## src/rtl/eth_pkg.sv

```systemverilog
// Shared types and constants for the MII transmit path: FSM states, preamble/SFD
// nibbles, CRC-32 parameters and a one-nibble reflected CRC step.
package eth_pkg;
   typedef enum logic [2:0] {
      ST_IDLE, ST_PRE, ST_SFD, ST_DATA, ST_PAD, ST_FCS, ST_IFG
   } state_t;

   localparam logic [3:0]  PRE_NIB   = 4'h5;
   localparam logic [3:0]  SFD_NIB   = 4'hD;
   localparam logic [31:0] CRC_POLY  = 32'hEDB88320;
   localparam logic [31:0] CRC_INIT  = 32'hFFFFFFFF;
   localparam int          MIN_FRAME = 60;
   localparam int          MAX_FRAME = 1514;
   localparam int          PRE_LEN   = 15;

   // Bit 0 of the nibble is the first bit on the wire, hence the LSB-first loop.
   function automatic logic [31:0] crc_nibble(input logic [31:0] crc, input logic [3:0] nib);
      logic [31:0] c;
      c = crc ^ {28'd0, nib};
      for (int i = 0; i < 4; i++)
         c = c[0] ? ((c >> 1) ^ CRC_POLY) : (c >> 1);
      return c;
   endfunction
endpackage

```

## src/rtl/eth_crc32.sv

```systemverilog
// Registered Ethernet CRC-32 accumulator, advanced one nibble per enable.
module eth_crc32
   import eth_pkg::*;
(
   input  logic        mainclk,
   input  logic        rst,
   input  logic        init,
   input  logic        en,
   input  logic [3:0]  nib,
   output logic [31:0] crc
);
   logic [31:0] crc_reg;

   always_ff @(posedge mainclk) begin
      if (rst || init)
         crc_reg <= CRC_INIT;
      else if (en)
         crc_reg <= crc_nibble(crc_reg, nib);
   end

   assign crc = crc_reg;
endmodule

```

## src/rtl/eth_mii_tx.sv

```systemverilog
// Streams a RAM-resident frame onto MII: preamble, SFD, payload, optional zero pad,
// FCS and inter-frame gap, one nibble per tick recovered from the PHY TX clock.
module eth_mii_tx
   import eth_pkg::*;
#(
   parameter int ADDR_W  = 9,
   parameter int IFG_NIB = 24,
   parameter int PAD_EN  = 1
) (
   input  logic              mainclk,
   input  logic              rst,
   input  logic              eth_tx_clk,
   input  logic              start,
   input  logic [10:0]       frame_len,
   input  logic [ADDR_W-1:0] base_addr,
   output logic              ready,
   output logic              done,
   output logic              len_err,
   output logic [ADDR_W-1:0] rd_addr,
   input  logic [31:0]       rd_data,
   output logic              eth_tx_en,
   output logic [3:0]        eth_txd
);
   localparam logic [ADDR_W-1:0] ADDR_ONE = 1;

   state_t            state_reg, state_next;
   logic [11:0]       cnt_reg, cnt_next;
   logic [10:0]       len_reg, len_next;
   logic [ADDR_W-1:0] rd_addr_reg, rd_addr_next;
   logic [31:0]       cur_word_reg, next_word_reg;
   logic              fetch1_reg, fetch2_reg, fetch_next, load_cur;
   logic              sync1_reg, sync2_reg, prev_reg, tick;
   logic              tx_en_reg, tx_en_next;
   logic [3:0]        txd_reg, txd_next;
   logic              done_reg, done_next, len_err_reg, len_err_next;
   logic              crc_init, crc_en;
   logic [3:0]        crc_nib, data_nib, fcs_nib;
   logic [31:0]       crc, fcs_word;
   logic [11:0]       data_last;
   logic [10:0]       fetch_byte;
   logic              pad_needed;

   assign tick       = sync2_reg & ~prev_reg;
   assign data_nib   = cur_word_reg[{cnt_reg[2:0], 2'b00} +: 4];
   assign fcs_word   = ~crc;
   assign fcs_nib    = fcs_word[{cnt_reg[2:0], 2'b00} +: 4];
   assign data_last  = {len_reg, 1'b0} - 12'd1;
   // First byte of the word after the one about to become current.
   assign fetch_byte = {cnt_reg[11:3] + 9'd2, 2'b00};
   assign pad_needed = (PAD_EN != 0) && (len_reg < 11'(MIN_FRAME));

   eth_crc32 u_crc (
      .mainclk (mainclk),
      .rst     (rst),
      .init    (crc_init),
      .en      (crc_en),
      .nib     (crc_nib),
      .crc     (crc)
   );

   always_ff @(posedge mainclk) begin
      if (rst) begin
         sync1_reg     <= 1'b0;
         sync2_reg     <= 1'b0;
         prev_reg      <= 1'b0;
         state_reg     <= ST_IDLE;
         cnt_reg       <= '0;
         len_reg       <= '0;
         rd_addr_reg   <= '0;
         cur_word_reg  <= '0;
         next_word_reg <= '0;
         fetch1_reg    <= 1'b0;
         fetch2_reg    <= 1'b0;
         tx_en_reg     <= 1'b0;
         txd_reg       <= '0;
         done_reg      <= 1'b0;
         len_err_reg   <= 1'b0;
      end else begin
         sync1_reg   <= eth_tx_clk;
         sync2_reg   <= sync1_reg;
         prev_reg    <= sync2_reg;
         state_reg   <= state_next;
         cnt_reg     <= cnt_next;
         len_reg     <= len_next;
         rd_addr_reg <= rd_addr_next;
         tx_en_reg   <= tx_en_next;
         txd_reg     <= txd_next;
         done_reg    <= done_next;
         len_err_reg <= len_err_next;
         // RAM answers one cycle after the address register updates.
         fetch1_reg  <= fetch_next;
         fetch2_reg  <= fetch1_reg;
         if (fetch2_reg)
            next_word_reg <= rd_data;
         if (load_cur)
            cur_word_reg <= next_word_reg;
      end
   end

   always_comb begin
      state_next   = state_reg;
      cnt_next     = cnt_reg;
      len_next     = len_reg;
      rd_addr_next = rd_addr_reg;
      tx_en_next   = tx_en_reg;
      txd_next     = txd_reg;
      done_next    = 1'b0;
      len_err_next = 1'b0;
      fetch_next   = 1'b0;
      load_cur     = 1'b0;
      crc_init     = 1'b0;
      crc_en       = 1'b0;
      crc_nib      = 4'h0;
      case (state_reg)
         ST_IDLE: begin
            tx_en_next = 1'b0;
            txd_next   = 4'h0;
            if (start && ready) begin
               if (frame_len != 11'd0 && frame_len <= 11'(MAX_FRAME)) begin
                  state_next   = ST_PRE;
                  cnt_next     = '0;
                  len_next     = frame_len;
                  rd_addr_next = base_addr;
                  fetch_next   = 1'b1;
                  crc_init     = 1'b1;
               end else begin
                  len_err_next = 1'b1;
               end
            end
         end
         ST_PRE: if (tick) begin
            tx_en_next = 1'b1;
            txd_next   = PRE_NIB;
            if (cnt_reg == 12'(PRE_LEN - 1)) begin
               state_next = ST_SFD;
               cnt_next   = '0;
            end else begin
               cnt_next = cnt_reg + 12'd1;
            end
         end
         ST_SFD: if (tick) begin
            tx_en_next = 1'b1;
            txd_next   = SFD_NIB;
            state_next = ST_DATA;
            cnt_next   = '0;
            load_cur   = 1'b1;
            if (len_reg > 11'd4) begin
               rd_addr_next = rd_addr_reg + ADDR_ONE;
               fetch_next   = 1'b1;
            end
         end
         ST_DATA: if (tick) begin
            tx_en_next = 1'b1;
            txd_next   = data_nib;
            crc_en     = 1'b1;
            crc_nib    = data_nib;
            cnt_next   = cnt_reg + 12'd1;
            if (cnt_reg == data_last) begin
               if (pad_needed) begin
                  state_next = ST_PAD;
               end else begin
                  state_next = ST_FCS;
                  cnt_next   = '0;
               end
            end else if (cnt_reg[2:0] == 3'd7) begin
               load_cur = 1'b1;
               if (fetch_byte < len_reg) begin
                  rd_addr_next = rd_addr_reg + ADDR_ONE;
                  fetch_next   = 1'b1;
               end
            end
         end
         ST_PAD: if (tick) begin
            tx_en_next = 1'b1;
            txd_next   = 4'h0;
            crc_en     = 1'b1;
            if (cnt_reg == 12'(2 * MIN_FRAME - 1)) begin
               state_next = ST_FCS;
               cnt_next   = '0;
            end else begin
               cnt_next = cnt_reg + 12'd1;
            end
         end
         ST_FCS: if (tick) begin
            tx_en_next = 1'b1;
            txd_next   = fcs_nib;
            if (cnt_reg == 12'd7) begin
               state_next = ST_IFG;
               cnt_next   = '0;
            end else begin
               cnt_next = cnt_reg + 12'd1;
            end
         end
         ST_IFG: if (tick) begin
            tx_en_next = 1'b0;
            txd_next   = 4'h0;
            if (cnt_reg == 12'(IFG_NIB - 1)) begin
               state_next = ST_IDLE;
               cnt_next   = '0;
               done_next  = 1'b1;
            end else begin
               cnt_next = cnt_reg + 12'd1;
            end
         end
         default: state_next = ST_IDLE;
      endcase
   end

   // Holding ready low during the done cycle makes it rise one cycle later.
   assign ready     = (state_reg == ST_IDLE) && !done_reg;
   assign done      = done_reg;
   assign len_err   = len_err_reg;
   assign rd_addr   = rd_addr_reg;
   assign eth_tx_en = tx_en_reg;
   assign eth_txd   = txd_reg;
endmodule

```

## config.mk

```make
export PLATFORM = sky130hd
export DESIGN_NAME = eth_mii_tx
export DESIGN_NICKNAME = d
export VERILOG_FILES = /design/src/rtl/eth_pkg.sv /design/src/rtl/eth_crc32.sv /design/src/rtl/eth_mii_tx.sv
export SDC_FILE = /design/constraint.sdc
export NUM_CORES = 1
export LEC_CHECK = 0
export ABC_CLOCK_PERIOD_IN_PS = 2600
export BUFFER_PORTS_ARGS = -buffer_cell sky130_fd_sc_hd__clkbuf_2
export CORE_ASPECT_RATIO = 1.25
export CORE_MARGIN = 1
export CORE_UTILIZATION = 45
export CTS_CLUSTER_SIZE = 40
export DETAILED_ROUTE_END_ITERATION = 7
export GPL_TIMING_DRIVEN = 0
export PLACE_DENSITY_LB_ADDON = 0.3
export SLEW_MARGIN = 20
export SYNTH_ARGS = -nofsm -noshare
export SYNTH_HDL_FRONTEND = slang
export SYNTH_SLANG_ARGS = --single-unit
```

## constraint.sdc

```tcl
create_clock -name mainclk -period 2.6 [get_ports mainclk]
set_input_delay 0.52 -clock mainclk [delete_from_list [all_inputs] [get_ports mainclk]]
set_output_delay 0.52 -clock mainclk [all_outputs]
set_load 0.02 [all_outputs]
```

# == After elaboration in Yosys (flattened, before gate mapping) ==
# Cells that the tools add are included.
# word_totals
reg_bits,143
in_bits,56
out_inout_bits,17
word_cells,163
# classes
n_addsub,4
order_cmp,4
n_eq_ne,31
shift,2
n_mux,72
n_bitwise,12
n_reduce_logical,22
# op_table
op,n
12-bit two-way mux,14
32-bit two-way mux,4
12-bit case mux with 7 select lines,1
9-bit two-way mux,8
32-bit by 6-bit indexed part select with 4-bit output,2
13-bit inverter with 14-bit output,4
3-bit two-way mux,13
2-bit != test (second input constant),17
32-bit inverter,1
32-bit by 4-bit bitwise XOR with 32-bit output,1
4-bit two-way mux,7
9-bit case mux with 3 select lines,1
4-bit case mux with 6 select lines,1
3-bit case mux with 7 select lines,1
1-bit two-way mux,19
9-bit AND reduction,2
13-bit AND reduction,1
12-bit by 1-bit adder with 12-bit output (second input constant),1
12-bit equality test,1
12-bit by 3-bit equality test with 1-bit output (second input constant),1
12-bit by 4-bit equality test with 1-bit output (second input constant),1
12-bit by 5-bit equality test with 1-bit output (second input constant),1
12-bit by 7-bit equality test with 1-bit output (second input constant),1
3-bit equality test (second input constant),4
other kinds (27),40

# == Depth between registers and ports, before layout ==
# Gate-level depths: netlist (run 1).
# depth
word_depth,13
depth_mapped,11
ltp_nobuf,10

# == Cells and area by module ==
# Synthesis (run 1) repeated with hierarchy kept, for this count alone.
# hier_totals
hier_cells,864
area_unflattened_um2,7711.1
# by_module_without_submodules
module,instances,cells_per_inst,area_per_inst_um2,seq_area_each_um2
eth_mii_tx,1,710,6209.7,2222.1
eth_crc32,1,154,1501.4,640.6

# == Worst setup path before layout (run 1) ==
# Ideal clock, no wire load.
# synth_timing
kind,register -> register
from,reg len_reg[0]
to,"reg rd_addr_reg[1], in the netlist rd_addr[1]"
setup_time_ns,0.121
arrival_ns,2.675
setup_slack_ns,-0.196
stages_incl_launch_ff,10
n_path_buf,0
path_cell_list,dfxtp_1 -> inv_1 -> ha_1 -> or3b_2 -> or3_1 -> a211oi_1 -> nand4b_1 -> o211a_1 -> o21ai_4 -> mux2_2
# synth_via
elab_chain_len,4
word_cells_on_any_way,8
cone_classes,1 x add/sub; 2 x order compare; 4 x eq/ne; 1 x reduce/logical
# synth_lines
item,line,text
from (decl),eth_mii_tx.sv:28,"logic [10:0] len_reg, len_next;"
from (signal assigned),eth_mii_tx.sv:84,len_reg <= len_next;
12-bit by 1-bit subtractor with 12-bit output,eth_mii_tx.sv:47,"assign data_last = {len_reg, 1'b0} - 12'd1;"
12-bit equality test,eth_mii_tx.sv:158,if (cnt_reg == data_last) begin
2-bit != test (no source line),--,
9-bit AND reduction (no source line) *,--,
to (signal assigned),eth_mii_tx.sv:85,rd_addr_reg <= rd_addr_next;
to (decl),eth_mii_tx.sv:29,"logic [ADDR_W-1:0] rd_addr_reg, rd_addr_next;"
# Mark *: on every way between the ends. The rest lies on a longest branch, timed or not.
# A chain may end at the register's enable or synchronous reset.

# == Final worst setup path (run 1) ==
# layout_timing
from,reg len_reg[5]
to,reg cur_word_reg[15]
# layout_via
elab_chain_len,5
# layout_lines
item,line,text
12-bit by 1-bit subtractor with 12-bit output,eth_mii_tx.sv:47,
12-bit equality test,eth_mii_tx.sv:158,
1-bit two-way mux,eth_mii_tx.sv:158,
1-bit two-way mux,eth_mii_tx.sv:152,ST_DATA: if (tick) begin
1-bit case mux with 2 select lines,eth_mii_tx.sv:114,case (state_reg)
to (signal assigned),eth_mii_tx.sv:96,cur_word_reg <= next_word_reg;
to (decl),eth_mii_tx.sv:30,"logic [31:0] cur_word_reg, next_word_reg;"
# No other way between the ends.

==> impl_metrics.tcl, run 1 <==
set metrics [dict create \
    status "complete, but fails checks" \
    violations "setup timing" \
    finalHoldViolCount 0 \
    clk_pin_slew_ns 0.06 \
    syn_area_um2 7501 \
    io_pins 73 \
    area_growth_pct 27.99 \
    synth.avg_cell_area_um2 9.459 \
    seq_area_frac_synth_pct 38.17 \
    worstPathRequired_ns 2.89 \
    insertion_delay_ns 0.43 \
    synth-edff-count 0 \
    ys_warn_count 0 \
    p_int_uw 4034 \
    grt_pass1_wl_mm 31.37 \
    vias 6496 \
    hold_class "input port to register" \
    dp_slack_ns -0.5305 \
    cts_hold_buffers 0 \
    fin_area_um2 9600 \
    synth_nets 866 \
    routabilityCongestion 0.8946 \
    row_count 52 \
    p_clk_share_pct 44.7 \
    diodes 0 \
    leakage_uw 0.003764 \
    first_global_vias 6194 \
    end_kind "register" \
    grt_use_total_pct 23.17 \
    hpwl_mm 13.76 \
    crit_slowest_cell "or4_4" \
    ir_drop_uv 445.7 \
    start_util_pct 46.12 \
    clock-sinks 143 \
    cts-htree-levels 4 \
    relSlewSlack_pct 44.24 \
    avgViaCountPerCell 5.595 \
    drt_pre_antenna_iters 6 \
    worstMarginPinSlew_ns 0.8364 \
    dp.cells 1081 \
    arrival_ns 3.07 \
    synth_cells 793 \
    synth_cell_types 74 \
    crit_fanout 8 \
    fp.dieH_um 146.3 \
    drive_gt1_share_pct 27.30 \
    placement.io_buffers 72 \
    final_cell_count_no_fill 1161 \
    mostFrequentLayoutCells "dfxtp_1 (131), nor2_1 (107), mux2i_1 (93)" \
    worstSetupPathType "register to register" \
    drc 0 \
    die_x_um 117.5 \
    cts-root-buf "clkbuf_16" \
    drv_slew 0 \
    core_area_um2 16270 \
    p_switching_uw 1460 \
    layout_commonest_cell "dfxtp_1" \
    power_frac_seq_pct 41.8 \
    placed_cell_area_um2 8180 \
    cap_violations 0 \
    max_stage_delay_ns 0.54 \
    wirelength_mm 20.26 \
    cts_tree "built" \
    period_share_pct 106.9 \
    design.die.area_um2 17190 \
    combPwrFrac_pct 13.4 \
    drt_iter0_drc 346 \
    grt_setup_unrepaired "yes" \
    cts_buffers 17 \
    period_needed_ns 2.779 \
    ant_nets 0 \
    ys_seq_elements 143 \
    synthFlopType "dfxtp_1" \
    swShare_pct 26.58 \
    tns_ns -4.795 \
    fin_skew_ns 0.01182 \
    wl_per_cell_um 17.45 \
    gr-total-overflow 0 \
    antenna_found_initial 0 \
    worst_slack_ns -0.1787 \
    crit_path_cell_trace "or4_4 -> buf_4 -> o21ai_0 -> a222oi_1 -> o2111a_2 -> a21oi_4 -> clkbuf_16 -> mux2i_1 -> nor2_1" \
    cts_buffer_depth 2 \
    power.density_nw_per_um2 572.3 \
    synthArstFlopShare_pct 0 \
    grt_max_degree 17 \
    fmax_mhz 359.9 \
    setup.worst_path.start_class "register" \
    report.final.setup_viol 43 \
    nets 1005 \
]
==> metal layers <==
metal	GRT usage, %	vias to the layer above	share of wire [%]
li1	-	3128	-
met1	26.80	3139	41
met2	41.01	175	52
met3	4.609	54	3.9
met4	10.77	0	3.5
met5	0	-	0
==> cells in the mapped netlist, types with 4 or more instances <==
| library cell | instances | area [um2] |
|---|---|---|
| nor2_1 | 113 | 424.2 |
| a21o_1 | 4 | 30.03 |
| o211ai_1 | 34 | 255.2 |
| mux4_2 | 12 | 270.3 |
| nor3b_1 | 4 | 30.03 |
| dfxtp_1 | 143 | 2863 |
| nor4_1 | 5 | 31.28 |
| a22oi_1 | 6 | 45.04 |
| inv_1 | 18 | 67.56 |
| o32ai_1 | 4 | 35.03 |
| a31oi_1 | 5 | 31.28 |
| and3_1 | 8 | 50.05 |
| nor2b_1 | 7 | 43.79 |
| xnor2_1 | 26 | 227.7 |
| a32oi_1 | 4 | 35.03 |
| xnor3_1 | 4 | 90.09 |
| ha_1 | 17 | 212.7 |
| o21ai_0 | 19 | 95.09 |
| a21oi_1 | 17 | 85.08 |
| nand2b_1 | 5 | 31.28 |
| or3_1 | 7 | 43.79 |
| buf_1 | 6 | 22.52 |
| xor2_1 | 29 | 254.0 |
| mux2i_1 | 94 | 940.9 |
| clkbuf_1 | 28 | 105.1 |
| nand4_1 | 6 | 37.54 |
| mux2_2 | 4 | 45.04 |
| nand3_1 | 15 | 75.07 |
| a211oi_1 | 4 | 30.03 |
| nand2_1 | 67 | 251.5 |
| o31ai_1 | 5 | 37.54 |
| nor3_1 | 9 | 45.04 |
==> power by group through the flow <==
stage                     combinational, uW  sequential, uW  clock, uW
after detailed placement                631            2350          0
final                                   738            2300       2460
after global routing                    799            2300       2580
after global placement                  627            2350          0
after floorplan                         439            2350          0
after CTS                               686            2300       2490
==> worst max-delay path: cells and delay by family, from the launching register on <==
| family | cells | cell delay [ns] |
|---|---|---|
| compound gates | 4 | 1.06 |
| mux | 1 | 0.18 |
| buf+inv | 2 | 0.44 |
| simple gates | 2 | 0.61 |
| flops | 1 | 0.35 |
==> area by class of cell <==
class | count | area [um2]
clock inverters | 12 | 132.6
multi-input cells | 581 | 4601
well taps | 216 | 270.3
repair buffers | 123 | 837.1
inverters | 18 | 72.57
clock buffers | 20 | 456.7
plain buffers | 48 | 332.8
flip-flops and latches | 143 | 2898
fillers | 1397 | 6665
==> per-stage QoR <==
stage	total power (uW)	utilization, %	hold slack, ns
after detailed placement	2983	50.29	0.4426
after global placement	2977	50.29	0.4211
after CTS	5472	56.38	0.2970
final	5494	59.02	0.3067
after global routing	5679	59.02	0.3111
after floorplan	2791	-	0.4138
==> logic make-up after synthesis <==
logic type | after synthesis | share of synthesized area [%]
AO/OA/AOI/OAI | 130 | 12.91
XOR/XNOR | 61 | 8.057
buffers and inverters | 69 | 5.221
adder cells (fa/ha/maj) | 17 | 2.836
multiplexers | 110 | 16.75
AND/OR/NAND/NOR | 263 | 16.06
flip-flops | 143 | 38.17
==> worst paths after layout <==
kind,from,endpoint,slack [ns],depth (start not counted)
max,len_reg[5],cur_word_reg[15],-0.18,9
min,eth_tx_clk,sync1_reg,0.31,2
max reg2reg,len_reg[5],cur_word_reg[15],-0.18,9
min reg2reg,sync1_reg,sync2_reg,0.45,1
==> what timing repair did <==
action	4_1_cts	5_1_grt
setup buffers	23	24
pin swaps	26	30
gates resized for setup	52	37
cloned	0	4
setup endpoints to repair	83	87
Power figures use the tool's default switching activity.
==> inputs of run 2 (changes only) <==
--- a/config.mk
+++ b/config.mk
@@ -8,12 +8,13 @@
 export ABC_CLOCK_PERIOD_IN_PS = 2600
 export BUFFER_PORTS_ARGS = -buffer_cell sky130_fd_sc_hd__clkbuf_2
 export CORE_ASPECT_RATIO = 1.25
-export CORE_MARGIN = 1
+export CORE_MARGIN = 2
 export CORE_UTILIZATION = 45
 export CTS_CLUSTER_SIZE = 40
 export DETAILED_ROUTE_END_ITERATION = 7
 export GPL_TIMING_DRIVEN = 0
 export PLACE_DENSITY_LB_ADDON = 0.3
+export SKIP_LAST_GASP = 1
 export SLEW_MARGIN = 20
 export SYNTH_ARGS = -nofsm -noshare
 export SYNTH_HDL_FRONTEND = slang
==> run 2 against run 1 <==
Compared with the run above:
- the flow still finishes with violations (setup timing)
- via count is 0.60% lower
- critical path depth is 1 lower
- sequential share of layout area is 0.35 points higher
- largest cell class unchanged
- largest power group unchanged
==> impl_metrics.tcl, run 2 (synthesis gave the netlist of run 1 again) <==
set metrics [dict create \
    status "complete, but fails checks" \
    violations "setup timing" \
    report.final.setup_viol 49 \
    setup.worst_path.start_class "register" \
    relSlewSlack_pct 45.74 \
    clock-sinks 143 \
    period_needed_ns 2.725 \
    leakage_uw 0.003720 \
    fmax_mhz 366.9 \
    drt_pre_antenna_iters 7 \
    ff2ff_path_depth 8 \
    area_growth_pct 26.51 \
    cts-root-buf "clkbuf_16" \
    fin_skew_ns 0.008251 \
    diodes 0 \
    drt_iter0_drc 388 \
    start_util_pct 46.12 \
    grt_max_degree 17 \
    ant_nets 0 \
    combPwrFrac_pct 13.6 \
    fin_util_pct 58.34 \
    die_x_um 119.5 \
    final_cell_count_no_fill 1154 \
    hold_class "input port to register" \
    r2r_start "len_reg[5]" \
    cts_hold_buffers 0 \
    placed_cell_area_um2 8180 \
    row_count 52 \
    end_kind "register" \
    grt_setup_unrepaired "yes" \
    finalHoldViolCount 0 \
    grt_use_total_pct 22.51 \
    antenna_found_initial 0 \
    worstSetupPathType "register to register" \
    p_clk_share_pct 44.1 \
    layout_commonest_cell "dfxtp_1" \
    reg2reg_setup_slack_ns -0.13 \
    hold_ws_ns 0.3085 \
    drive_gt1_share_pct 26.44 \
    placement.io_buffers 72 \
    worst_slack_ns -0.1255 \
    timing.rr.end "cur_word_reg[15]" \
    gr-total-overflow 0 \
    hpwl_mm 13.92 \
    clk_pin_slew_ns 0.06 \
    mostFrequentLayoutCells "dfxtp_1 (131), nor2_1 (108), mux2i_1 (94)" \
    dp.cells 1081 \
    worstPathRequired_ns 2.90 \
    vias 6457 \
    worstHoldStart "eth_tx_clk" \
    wirelength_mm 20.06 \
    cts_tree "built" \
    p_int_uw 3980 \
    cts_buffers 17 \
    period_share_pct 104.8 \
    cts_buffer_depth 2 \
    first_global_vias 6243 \
    io_pins 73 \
    drv_slew 0 \
    drc 0 \
    fin_area_um2 9489 \
    power.density_nw_per_um2 572.7 \
    cts-htree-levels 4 \
    worstMarginPinSlew_ns 0.8033 \
    core_area_um2 16270 \
    grt_pass1_wl_mm 31.59 \
    p_switching_uw 1454 \
    insertion_delay_ns 0.43 \
    avgViaCountPerCell 5.595 \
    routabilityCongestion 0.8613 \
    cap_violations 0 \
    fp.dieH_um 148.3 \
    ir_drop_uv 382.7 \
    whs_endpoint "sync1_reg" \
    whs_path_depth 2 \
    arrival_ns 3.03 \
    nets 998 \
    crit_fanout 6 \
    power_frac_seq_pct 42.3 \
    swShare_pct 26.75 \
    design.die.area_um2 17720 \
    wl_per_cell_um 17.38 \
]
## run 2: changes by cell type in the layout (fill, tap and decap cells not counted), moves of 2 or more
cell       delta
o32ai_1       +2
clkbuf_16     -2
xnor2_2       +2
xnor2_4       -3
buf_4         -6
o32ai_2       -2
## run 2: worst max-delay path by stage
stage / start / endpoint / slack (ns) / cells after the start
floorplan: len_reg[7] / rd_addr[1] / 0.03 / 7
global placement: frame_len[1] / cnt_reg[8] / -0.55 / 8
detailed placement: frame_len[1] / cnt_reg[8] / -0.57 / 8
CTS: len_reg[0] / rd_addr[1] / -0.13 / 9
global route: len_reg[0] / rd_addr[1] / -0.20 / 9
finish: len_reg[5] / cur_word_reg[15] / -0.13 / 8
## run 2: timing repair
| action | 4_1_cts | 5_1_grt |
|---|---|---|
| endpoints found under the setup margin | 80 | 84 |
| gates resized for setup | 63 | 25 |
| setup buffers | 27 | 16 |
| pin swaps | 32 | 19 |
| cloned | 1 | 2 |
## run 2: area by class of cell
cell class / count / area (um2)
fillers: 1448 / 6777
clock buffers: 19 / 432.9
repair buffers: 118 / 804.5
well taps: 216 / 270.3
inverters: 18 / 72.57
clock inverters: 13 / 138.9
plain buffers: 46 / 331.6
multi-input cells: 581 / 4541
flip-flops and latches: 143 / 2898
## run 2: per-layer routing
layer	share of wire [%]	vias to the layer above	GRT usage, %
met3	4.8	46	5.176
met5	0	-	0
met2	51	183	39.66
met4	3.1	0	10.41
met1	41	3122	25.83
li1	-	3106	-
## run 2: stage by stage
stage	setup WS [ns]	total power, uW	TNS [ns]
finish	-0.1255	5434	-3.598
global route	-0.2026	5632	-7.933
CTS	-0.1286	5449	-2.892
detailed placement	-0.5724	2986	-18.59
global placement	-0.5454	2979	-17.52
floorplan	0.03023	2791	0
## run 2: worst max-delay path: stages (launching register included)
cell,delay (ns)
dfxtp_4,0.34
or4_4,0.55
or4_4,0.50
a222oi_1,0.35
o2111a_2,0.31
a21oi_4,0.14
buf_12,0.17
mux2i_1,0.18
nor2_1,0.07
## run 2: power by group through the flow
stage / combinational [uW] / sequential [uW] / clock (uW)
after floorplan: 439 / 2350 / 0
after detailed placement: 634 / 2350 / 0
after global placement: 628 / 2350 / 0
final: 737 / 2300 / 2400
after CTS: 713 / 2300 / 2440
after global routing: 799 / 2300 / 2530
